===== config.mk =====
export PLATFORM = sky130hd
export DESIGN_NAME = seq_control_unit_flat
export DESIGN_NICKNAME = d
export VERILOG_FILES = /design/src/rtl/ctrl_pkg.sv /design/src/rtl/seq_control_unit_if.sv /design/src/rtl/instr_decoder.sv /design/src/rtl/seq_control_unit.sv /design/src/flat_wrapper.sv
export SDC_FILE = /design/constraint.sdc
export NUM_CORES = 1
export LEC_CHECK = 0
export CAP_MARGIN = 20
export CELL_PAD_IN_SITES_DETAIL_PLACEMENT = 1
export CELL_PAD_IN_SITES_GLOBAL_PLACEMENT = 1
export CORE_MARGIN = 8
export CORE_UTILIZATION = 29
export DETAILED_ROUTE_END_ITERATION = 6
export PLACE_DENSITY_LB_ADDON = 0.15
export SETUP_SLACK_MARGIN = 0.05
export SYNTH_ARGS = -nofsm -noshare
export SYNTH_HDL_FRONTEND = slang
export SYNTH_SLANG_ARGS = --single-unit

===== constraint.sdc =====
create_clock -name clk -period 2.1 [get_ports clk]
set_clock_uncertainty 0.2 [all_clocks]
set_input_delay 0.42 -clock clk [delete_from_list [all_inputs] [get_ports clk]]
set_output_delay 0.42 -clock clk [all_outputs]
set_load 0.005 [all_outputs]

===== src/rtl/ctrl_pkg.sv =====
// Shared constants for the sequencer control unit: default field widths,
// opcode encodings and the FSM state type.
package ctrl_pkg;

  localparam int unsigned OPW_DEF = 4;
  localparam int unsigned RW_DEF  = 2;
  localparam int unsigned AW_DEF  = 8;

  localparam int unsigned OP_NOP       = 0;
  localparam int unsigned OP_ALU_FIRST = 1;
  localparam int unsigned OP_ALU_LAST  = 7;
  localparam int unsigned OP_LOAD      = 8;
  localparam int unsigned OP_STORE     = 9;
  localparam int unsigned OP_JMP       = 10;
  localparam int unsigned OP_JZ        = 11;

  typedef enum logic [2:0] {
    ST_FETCH,
    ST_DECODE,
    ST_EXEC,
    ST_MEM,
    ST_WB,
    ST_HALT
  } state_t;

endpackage


===== src/rtl/seq_control_unit_if.sv =====
// Instruction, RAM-handshake and control-strobe bundle between the control
// unit (slave) and its fetch/datapath environment (master).
interface seq_control_unit_if import ctrl_pkg::*; #(
  parameter int unsigned OPW = OPW_DEF,
  parameter int unsigned RW  = RW_DEF,
  parameter int unsigned AW  = AW_DEF
) ();
  localparam int unsigned IW = OPW + 2 * RW + AW;

  logic [IW-1:0]  instr;
  logic           instr_valid;
  logic           instr_ready;
  logic           mem_ack;
  logic           zero_flag;
  logic [OPW-1:0] alu_code;
  logic           reg_read;
  logic           reg_write;
  logic           ram_read;
  logic           ram_write;
  logic [AW-1:0]  ram_adr;
  logic [RW-1:0]  reg1;
  logic [RW-1:0]  reg2;
  logic           pc_inc;
  logic           pc_jump;
  logic           halted;
  logic           illegal;

  modport master (
    output instr, instr_valid, mem_ack, zero_flag,
    input  instr_ready, alu_code, reg_read, reg_write, ram_read, ram_write,
           ram_adr, reg1, reg2, pc_inc, pc_jump, halted, illegal
  );

  modport slave (
    input  instr, instr_valid, mem_ack, zero_flag,
    output instr_ready, alu_code, reg_read, reg_write, ram_read, ram_write,
           ram_adr, reg1, reg2, pc_inc, pc_jump, halted, illegal
  );
endinterface


===== src/rtl/instr_decoder.sv =====
// Splits the latched instruction into its fields and classifies the opcode.
module instr_decoder import ctrl_pkg::*; #(
  parameter int unsigned OPW = OPW_DEF,
  parameter int unsigned RW  = RW_DEF,
  parameter int unsigned AW  = AW_DEF
) (
  input  logic [OPW+2*RW+AW-1:0] ir,
  output logic [OPW-1:0]         opcode,
  output logic [RW-1:0]          reg1,
  output logic [RW-1:0]          reg2,
  output logic [AW-1:0]          adr,
  output logic                   is_alu,
  output logic                   is_load,
  output logic                   is_store,
  output logic                   is_jmp,
  output logic                   is_jz,
  output logic                   is_halt,
  output logic                   is_illegal
);
  localparam int unsigned IW = OPW + 2 * RW + AW;

  logic is_nop;

  assign opcode = ir[IW-1 -: OPW];
  assign reg1   = ir[IW-OPW-1 -: RW];
  assign reg2   = ir[AW+RW-1 -: RW];
  assign adr    = ir[AW-1:0];

  assign is_nop   = (opcode == OPW'(OP_NOP));
  assign is_alu   = (opcode >= OPW'(OP_ALU_FIRST)) && (opcode <= OPW'(OP_ALU_LAST));
  assign is_load  = (opcode == OPW'(OP_LOAD));
  assign is_store = (opcode == OPW'(OP_STORE));
  assign is_jmp   = (opcode == OPW'(OP_JMP));
  assign is_jz    = (opcode == OPW'(OP_JZ));
  assign is_halt  = &opcode;

  // Anything not in the defined opcode map is trapped as illegal.
  assign is_illegal = !(is_nop || is_alu || is_load || is_store ||
                        is_jmp || is_jz || is_halt);

endmodule


===== src/rtl/seq_control_unit.sv =====
// Multi-cycle sequencer: FETCH/DECODE/EXEC/MEM/WB/HALT FSM driving datapath
// strobes from the state and the latched instruction register.
module seq_control_unit import ctrl_pkg::*; #(
  parameter int unsigned OPW = OPW_DEF,
  parameter int unsigned RW  = RW_DEF,
  parameter int unsigned AW  = AW_DEF
) (
  input  logic                clk,
  input  logic                rst,
  seq_control_unit_if.slave   bus
);
  localparam int unsigned IW = OPW + 2 * RW + AW;

  state_t         state, state_nxt;
  logic [IW-1:0]  ir;

  logic [OPW-1:0] opcode;
  logic [RW-1:0]  f_reg1, f_reg2;
  logic [AW-1:0]  f_adr;
  logic           is_alu, is_load, is_store, is_jmp, is_jz, is_halt, is_illegal;

  logic           instr_ready_c, reg_read_c, reg_write_c, ram_read_c, ram_write_c;
  logic           pc_inc_c, pc_jump_c, halted_c, illegal_c;
  logic [OPW-1:0] alu_code_c;

  instr_decoder #(.OPW(OPW), .RW(RW), .AW(AW)) u_dec (
    .ir         (ir),
    .opcode     (opcode),
    .reg1       (f_reg1),
    .reg2       (f_reg2),
    .adr        (f_adr),
    .is_alu     (is_alu),
    .is_load    (is_load),
    .is_store   (is_store),
    .is_jmp     (is_jmp),
    .is_jz      (is_jz),
    .is_halt    (is_halt),
    .is_illegal (is_illegal)
  );

  // State and instruction register; IR only loads on an accepted fetch.
  always_ff @(posedge clk) begin
    if (rst) begin
      state <= ST_FETCH;
      ir    <= '0;
    end else begin
      state <= state_nxt;
      if (instr_ready_c && bus.instr_valid) ir <= bus.instr;
    end
  end

  always_comb begin
    state_nxt     = state;
    instr_ready_c = 1'b0;
    alu_code_c    = '0;
    reg_read_c    = 1'b0;
    reg_write_c   = 1'b0;
    ram_read_c    = 1'b0;
    ram_write_c   = 1'b0;
    pc_inc_c      = 1'b0;
    pc_jump_c     = 1'b0;
    halted_c      = 1'b0;
    illegal_c     = 1'b0;

    unique case (state)
      ST_FETCH: begin
        instr_ready_c = 1'b1;
        if (bus.instr_valid) state_nxt = ST_DECODE;
      end
      ST_DECODE: begin
        reg_read_c = is_alu || is_store;
        state_nxt  = ST_EXEC;
      end
      ST_EXEC: begin
        state_nxt = ST_FETCH;
        if (is_alu) begin
          alu_code_c  = opcode;
          reg_write_c = 1'b1;
          pc_inc_c    = 1'b1;
        end else if (is_load || is_store) begin
          state_nxt = ST_MEM;
        end else if (is_jmp) begin
          pc_jump_c = 1'b1;
        end else if (is_jz) begin
          pc_jump_c = bus.zero_flag;
          pc_inc_c  = !bus.zero_flag;
        end else if (is_halt) begin
          state_nxt = ST_HALT;
        end else begin
          illegal_c = is_illegal;
          pc_inc_c  = 1'b1;
        end
      end
      ST_MEM: begin
        // Request stays up through the cycle in which mem_ack is seen.
        ram_read_c  = is_load;
        ram_write_c = is_store;
        if (bus.mem_ack) begin
          if (is_load) begin
            state_nxt = ST_WB;
          end else begin
            pc_inc_c  = 1'b1;
            state_nxt = ST_FETCH;
          end
        end
      end
      ST_WB: begin
        reg_write_c = 1'b1;
        pc_inc_c    = 1'b1;
        state_nxt   = ST_FETCH;
      end
      ST_HALT: begin
        halted_c = 1'b1;
      end
      default: state_nxt = ST_FETCH;
    endcase
  end

  assign bus.instr_ready = instr_ready_c;
  assign bus.alu_code    = alu_code_c;
  assign bus.reg_read    = reg_read_c;
  assign bus.reg_write   = reg_write_c;
  assign bus.ram_read    = ram_read_c;
  assign bus.ram_write   = ram_write_c;
  assign bus.ram_adr     = f_adr;
  assign bus.reg1        = f_reg1;
  assign bus.reg2        = f_reg2;
  assign bus.pc_inc      = pc_inc_c;
  assign bus.pc_jump     = pc_jump_c;
  assign bus.halted      = halted_c;
  assign bus.illegal     = illegal_c;

endmodule


===== src/flat_wrapper.sv =====
// flat-port wrapper written by rule: the top's interface ports become plain ports
module seq_control_unit_flat import ctrl_pkg::*;
#(
  parameter int unsigned OPW = OPW_DEF,
  parameter int unsigned RW  = RW_DEF,
  parameter int unsigned AW  = AW_DEF
)
  (clk, rst, bus_instr, bus_instr_valid, bus_mem_ack, bus_zero_flag, bus_instr_ready, bus_alu_code, bus_reg_read, bus_reg_write, bus_ram_read, bus_ram_write, bus_ram_adr, bus_reg1, bus_reg2, bus_pc_inc, bus_pc_jump, bus_halted, bus_illegal);
  seq_control_unit_if #(.OPW(OPW), .RW(RW), .AW(AW)) bus_i ();
  input  logic clk;
  input  logic rst;
  input wire logic [$bits(bus_i.instr)-1:0] bus_instr;
  input wire logic [$bits(bus_i.instr_valid)-1:0] bus_instr_valid;
  input wire logic [$bits(bus_i.mem_ack)-1:0] bus_mem_ack;
  input wire logic [$bits(bus_i.zero_flag)-1:0] bus_zero_flag;
  output wire logic [$bits(bus_i.instr_ready)-1:0] bus_instr_ready;
  output wire logic [$bits(bus_i.alu_code)-1:0] bus_alu_code;
  output wire logic [$bits(bus_i.reg_read)-1:0] bus_reg_read;
  output wire logic [$bits(bus_i.reg_write)-1:0] bus_reg_write;
  output wire logic [$bits(bus_i.ram_read)-1:0] bus_ram_read;
  output wire logic [$bits(bus_i.ram_write)-1:0] bus_ram_write;
  output wire logic [$bits(bus_i.ram_adr)-1:0] bus_ram_adr;
  output wire logic [$bits(bus_i.reg1)-1:0] bus_reg1;
  output wire logic [$bits(bus_i.reg2)-1:0] bus_reg2;
  output wire logic [$bits(bus_i.pc_inc)-1:0] bus_pc_inc;
  output wire logic [$bits(bus_i.pc_jump)-1:0] bus_pc_jump;
  output wire logic [$bits(bus_i.halted)-1:0] bus_halted;
  output wire logic [$bits(bus_i.illegal)-1:0] bus_illegal;
  assign bus_i.instr = bus_instr;
  assign bus_i.instr_valid = bus_instr_valid;
  assign bus_i.mem_ack = bus_mem_ack;
  assign bus_i.zero_flag = bus_zero_flag;
  assign bus_instr_ready = bus_i.instr_ready;
  assign bus_alu_code = bus_i.alu_code;
  assign bus_reg_read = bus_i.reg_read;
  assign bus_reg_write = bus_i.reg_write;
  assign bus_ram_read = bus_i.ram_read;
  assign bus_ram_write = bus_i.ram_write;
  assign bus_ram_adr = bus_i.ram_adr;
  assign bus_reg1 = bus_i.reg1;
  assign bus_reg2 = bus_i.reg2;
  assign bus_pc_inc = bus_i.pc_inc;
  assign bus_pc_jump = bus_i.pc_jump;
  assign bus_halted = bus_i.halted;
  assign bus_illegal = bus_i.illegal;
  seq_control_unit #(.OPW(OPW), .RW(RW), .AW(AW)) u_core (.clk(clk), .rst(rst), .bus(bus_i));
endmodule

# [Word-level counts from Yosys, hierarchy flattened]
# Cells that the tools add are included.
[totals] reg_bits=19 inputBits=21 wordCells=69
[classes] order_cmp=2 n_eq_ne=11 mux=37 n_bitwise=1 n_reduce_logical=16
[op_table] operator="$mux W1" count=24
[op_table] operator="$mux W3" count=8
[op_table] operator="$eq A4 B4 Y1 const B" count=4
[op_table] operator="$pmux W3 S5" count=1
[op_table] operator="$logic_or A1 B1 Y1" count=8
[op_table] operator="$mux W4" count=2
[op_table] operator="$eq A3 B2 Y1 const B" count=2
[op_table] operator="$eq A3 B3 Y1 const B" count=2
[op_table] operator="$ge A4 B1 Y1 const B" count=1
[op_table] operator="$le A4 B3 Y1 const B" count=1
[op_table] operator="$logic_not A4 Y1" count=1
[op_table] operator="$ne A2 B2 Y1 const B" count=2
[op_table] operator="$reduce_and A4 Y1" count=1
[op_table] operator="$eq A3 B1 Y1 const B" count=1
[op_table] operator="$logic_not A3 Y1" count=1
[op_table] operator="$pmux W1 S3" count=1
[op_table] operator="$reduce_and A3 Y1" count=1
[op_table] operator="$logic_and A1 B1 Y1" count=2
[op_table] operator="$logic_not A1 Y1" count=2
[op_table] operator="$pmux W1 S2" count=1
[op_table] operator="$not A1 Y1" count=1

# [Depth between registers and ports, before layout]
[logic_depth] word_depth=15 depth_mapped=6 mapped_depth_nobuf=4

# [Modules after synthesis]
# A second synthesis with hierarchy kept.
[unflattened] cells_unflattened=158 area_unflattened_um2=1239.9
[by_module_without_submodules] module="seq_control_unit" n_inst=1 cells_per_inst=131 area_per_inst_um2=1047.3
[by_module_without_submodules] module="instr_decoder" n_inst=1 cells_per_inst=27 area_per_inst_um2=192.7

# [Worst setup path after synthesis]
# No wires, ideal clock.
[synth_timing] kind="reg-to-output" startpoint="register u_core.state[2]" endpoint="output bus_pc_inc" t_arrival_ps=1177 required_time_ps=1480 setup_slack_ps=303 path_stages_with_launch=5 n_path_buf=0 path_cell_list="dfxtp_1 -> nand2b_2 -> or3_1 -> a21oi_1 -> a211o_1"
[synth_via] elab_chain_len=2 word_cells_on_any_way=4 classes_between="eq/ne: 3; mux: 1"
[synth_rtl] item="from (decl)" line_no="seq_control_unit.sv:14" text="state_t state, state_nxt;"
[synth_rtl] item="from (signal assigned)" line_no="seq_control_unit.sv:47" text="state <= state_nxt;"
[synth_rtl] item="$eq A3 B3 Y1 or $eq A3 B2 Y1 (tied branches)" line_no="seq_control_unit.sv:65" text="unique case (state)"
[synth_rtl] item="$pmux W1 S3 *" line_no="seq_control_unit.sv:65"
[synth_rtl] item="to (decl)" line_no="flat_wrapper.sv:25" text="output wire logic [$bits(bus_i.pc_inc)-1:0] bus_pc_inc;"
# Every way passes the cells marked *; elsewhere a longest branch is shown, timed or not.

# [Final worst setup path]
[layout_timing] startpoint="register u_core.ir[13]" endpoint="output bus_pc_inc"
[layout_via] elab_chain_len=7 word_cells_on_any_way=17 classes_between="order compare: 2; eq/ne: 4; mux: 8; reduce/logical: 3"
[layout_rtl] item="from (decl)" line_no="seq_control_unit.sv:15" text="logic [IW-1:0] ir;"
[layout_rtl] item="from (signal assigned)" line_no="seq_control_unit.sv:48" text="if (instr_ready_c && bus.instr_valid) ir <= bus.instr;"
[layout_rtl] item="$reduce_and A4 Y1" line_no="instr_decoder.sv:35" text="assign is_halt = &opcode;"
[layout_rtl] item="$mux W1" line_no="seq_control_unit.sv:87" text="end else if (is_halt) begin"
[layout_rtl] item="$mux W1" line_no="seq_control_unit.sv:84" text="end else if (is_jz) begin"
[layout_rtl] item="$mux W1" line_no="seq_control_unit.sv:82" text="end else if (is_jmp) begin"
[layout_rtl] item="$mux W1" line_no="seq_control_unit.sv:80" text="end else if (is_load || is_store) begin"
[layout_rtl] item="$mux W1" line_no="seq_control_unit.sv:76" text="if (is_alu) begin"
[layout_rtl] item="$pmux W1 S3 *" line_no="seq_control_unit.sv:65"
# Marks and branches as above.

==> results_tabular.tex <==
\begin{tabular}{lr}
\hline
Metric & Value \\
\hline
\multicolumn{2}{l}{\textbf{Setup path}} \\
Flop-to-flop setup slack & roughly 0.4 ns \\
Buf+Inv Stages, Crit Path & 1 \\
Cell family with the largest share of critical-path delay & simple AND/OR/NAND/NOR gates \\
Setup crit end kind & primary output \\
Startpoint types & flip-flop \\
Crit path required time & 1.48 ns \\
CP max stage cell & sky130\_fd\_sc\_hd\_\_dfxtp\_4 \\
Maximum cell stage delay along the critical path & roughly 0.39 ns \\
Worst-path maximum fanout & 5 \\
Arrival @ worst endpoint & about 1.6 ns \\
Cell breakdown of the critical path & nand2\_2 > or3\_4 > a311oi\_2 > a211o\_1 > buf\_2 \\
Critical Setup Path Class & reg2out \\
\multicolumn{2}{l}{\textbf{Routing}} \\
Post-DR wirelength/cell & approximately 14 um \\
Drc violations & 0 \\
Total number of vias & approximately 1,100 \\
Average via count per standard cell & roughly 4.7 \\
Number of DRC violations after detailed-routing iteration 0 & 17 \\
Length of the first detailed-routing pass in iterations & 4 \\
Total length of routed wires & $\sim$3300 um \\
Remaining antenna violation count & 0 \\
\multicolumn{2}{l}{\textbf{Synth}} \\
Synth warnings & 0 \\
Area share of the largest cell type after synthesis & 34.7\% \\
Mean cell area of the mapped netlist & between 8 and 9 um2 \\
Synth Instances & 136 \\
Syn nets & between 150 and 200 \\
Sequential cell area fraction in the yosys report & around a third \\
Cell taking the most area after synthesis & sky130\_fd\_sc\_hd\_\_dfxtp\_1 \\
Post-synthesis register bit count & 19 \\
Synth area leaders & sky130\_fd\_sc\_hd\_\_dfxtp\_1, sky130\_fd\_sc\_hd\_\_nand2\_1, sky130\_fd\_sc\_hd\_\_buf\_4 \\
Distinct cell type count of the synthesized netlist & 38 \\
Post-Synthesis Cell Area & 0.00110 mm2 \\
\multicolumn{2}{l}{\textbf{Floorplan}} \\
Starting utilization of the core area & 29.9\% \\
Die area & around 0.0060 mm2 \\
Row Count & 22 \\
Area of the core & 0.00366 mm2 \\
Number of primary I/O pins & 46 \\
DIE HEIGHT & roughly 77 um \\
Die W & roughly 77 um \\
\multicolumn{2}{l}{\textbf{Flow run}} \\
Max-capacitance violation count & 0 \\
\multicolumn{2}{l}{\textbf{Timing}} \\
Setup Viol. Count Final & 2 \\
Slew at the pin closest to its max-slew limit & about 0.56 ns \\
Final worst path period share & 104\% \\
Maximum operating frequency & about 0.46 GHz \\
Total negative slack for setup checks & -0.0932 ns \\
Fin crit period & $\sim$2.2 ns \\
Final worst setup slack & -0.0846 ns \\
RSZ-0062 raised after global routing & true \\
Number of slew-limit violations in the final report & 0 \\
Final hold violations & 0 \\
Worst-case hold slack & 0.260 ns \\
Relative slew slack & between 60\% and 70\% \\
\multicolumn{2}{l}{\textbf{Power and ir drop}} \\
Clock network fraction of total power & roughly a quarter \\
Combinational share of power & between 30\% and 40\% \\
Worst VDD drop & 0.000351 V \\
PnR Total Power & a little under 0.001 W \\
Share of power burned in registers & a little over two fifths \\
Total power density per cell area & 554 mW/mm2 \\
Switching Share & between 20 and 30\% \\
Internal power contribution & 0.000685 W \\
Switching power summed over all nets & about 0.00029 W \\
Leakage power & roughly 0.65 nW \\
\multicolumn{2}{l}{\textbf{Status}} \\
Violations in the final reports & setup timing \\
Result of the run & complete, but fails checks \\
\multicolumn{2}{l}{\textbf{Placement}} \\
Post-Place Cell Area & between 0.0015 and 0.002 mm2 \\
IO Port Bufs & between 40 and 50 \\
Post-detailed-placement half-perimeter wirelength & approximately 2500 um \\
Global placement routability congestion & just over 0.8 \\
\multicolumn{2}{l}{\textbf{Clock network}} \\
Source-to-sink clock delay at the later pin of the worst-skew pair & 0.25 ns \\
Number of buffers between clock root and the deepest sink & 2 \\
Clock sink count & 19 \\
Clock tree from TritonCTS & done \\
H-tree depth reported by CTS & 1 \\
Cts-stage hold buffer count & 0 \\
Register clock-pin slew on the reported worst setup and hold paths & 0.07 ns \\
Num CTS Buffers & 3 \\
CTS root buf & sky130\_fd\_sc\_hd\_\_clkbuf\_8 \\
\multicolumn{2}{l}{\textbf{Global route}} \\
Number of antenna violations at the first check in global routing & 0 \\
First-pass GRT wire length & about 5600 um \\
Largest net degree at the start of global routing & 20 \\
Vias in the first global route & roughly 1,200 \\
All-Layer GR Usage & 11.1\% \\
Overflow left after global routing & 0 \\
\multicolumn{2}{l}{\textbf{Cells and area}} \\
Final std cell area, no fill & around 0.0018 mm2 \\
Number of diodes added for antenna fixing & 0 \\
Fraction of layout cells with a size suffix above 1 & roughly two fifths \\
Net count of the finished layout & 206 \\
Final Util & around half \\
Area growth from synthesis to final layout & 60.5\% \\
Leading cell types in the layout, fill and taps excluded & sky130\_fd\_sc\_hd\_\_nand2\_1, sky130\_fd\_sc\_hd\_\_clkdlybuf4s50\_1, sky130\_fd\_sc\_hd\_\_buf\_4 \\
\multicolumn{2}{l}{\textbf{Worst hold path}} \\
Path type of the worst min-delay path & reg2reg \\
\hline
\end{tabular}
-- per-layer routing --
| layer | global-route usage, % | share of wire [%] | up-vias | wire length, um |
|---|---|---|---|---|
| met5 | 0 | 0 | - | 0 |
| met4 | 2.08 | 0.45 | 0 | 15 |
| met3 | 4.38 | 5.2 | 2 | 175 |
| met2 | 20.0 | 52 | 26 | 1730 |
| met1 | 12.1 | 42 | 525 | 1420 |
| li1 | - | - | 542 | - |
-- state kept, by name, summed over array words and instances (netlist names) --
name and cells:
u_core.ir 16, u_core.state 3
-- Yosys cell counts, drive strengths merged --
cell type,count
nand2,38
nor4,2
or2,2
nor2,6
nor3,4
a32oi,1
clkbuf,2
nor4b,2
dfxtp,19
o31ai,1
a2111oi,1
a211o,1
nand3,1
nand4bb,1
inv,4
a311oi,1
conb,1
buf,17
or3,2
and2,1
o211ai,1
dlygate4sd1,1
nand3b,1
or3b,1
o32ai,1
or4,1
nand2b,2
o311ai,1
a31oi,1
a21oi,19
-- cell type report --
cell class | instances | area [um2]
well taps | 48 | 60.1
repair buffers | 64 | 583
flip-flops and latches | 19 | 400
multi-input cells | 93 | 656
fillers | 437 | 1900
inverters | 4 | 15.0
clock buffers | 4 | 45.0
-- per-stage QoR --
step / instances / setup slack, ns
detailed placement: 225 / -0.666
CTS: 230 / -0.144
finish: 232 / -0.0846
floorplan: 136 / 0.303
global placement: 225 / -0.608
global route: 232 / -0.151
-- power by group through the flow --
stage	logic, W	clock network [W]	registers, W
after global placement	0.000275	0	0.000413
after floorplan	0.000165	0	0.000414
after CTS	0.000303	0.000258	0.000411
final	0.000311	0.000253	0.000410
after detailed placement	0.000284	0	0.000416
after global routing	0.000339	0.000285	0.000414
-- kinds of logic after synthesis --
logic type             Yosys count  share of synthesized area [%]
AND/OR/NAND/NOR                 64                           29.3
flip-flops                      19                           34.7
AO/OA/AOI/OAI                   28                           19.2
buffers and inverters           24                           16.4
other                            1                          0.342
-- worst paths after layout --
| path | start | cells after the start | end |
|---|---|---|---|
| worst max-delay path | u_core.ir[13] | 5 | bus_pc_inc |
| worst min-delay path | u_core.ir[2] | 2 | u_core.ir[2] |
| worst max register to register | u_core.state[2] | 5 | u_core.ir[7] |
| worst min register to register | u_core.ir[2] | 2 | u_core.ir[2] |
-- worst reg2reg max path, cell delays in order (launching register included) --
cell,delay [ns]
sky130_fd_sc_hd__dfxtp_4,0.37
sky130_fd_sc_hd__buf_4,0.14
sky130_fd_sc_hd__nor3_4,0.23
sky130_fd_sc_hd__nand2_1,0.38
sky130_fd_sc_hd__nand2_1,0.22
sky130_fd_sc_hd__a21oi_2,0.07
-- repair_timing --
| action | 4_1_cts | 5_1_grt |
|---|---|---|
| pin swaps | 6 | 7 |
| buffers inserted | 1 | 2 |
| resized for setup | 49 | 20 |
| setup endpoints to repair | 12 | 10 |
| endpoints found under the hold margin | 0 | 0 |
| gates cloned | 0 | 0 |
Note: power is estimated with default switching activity, not from simulation.
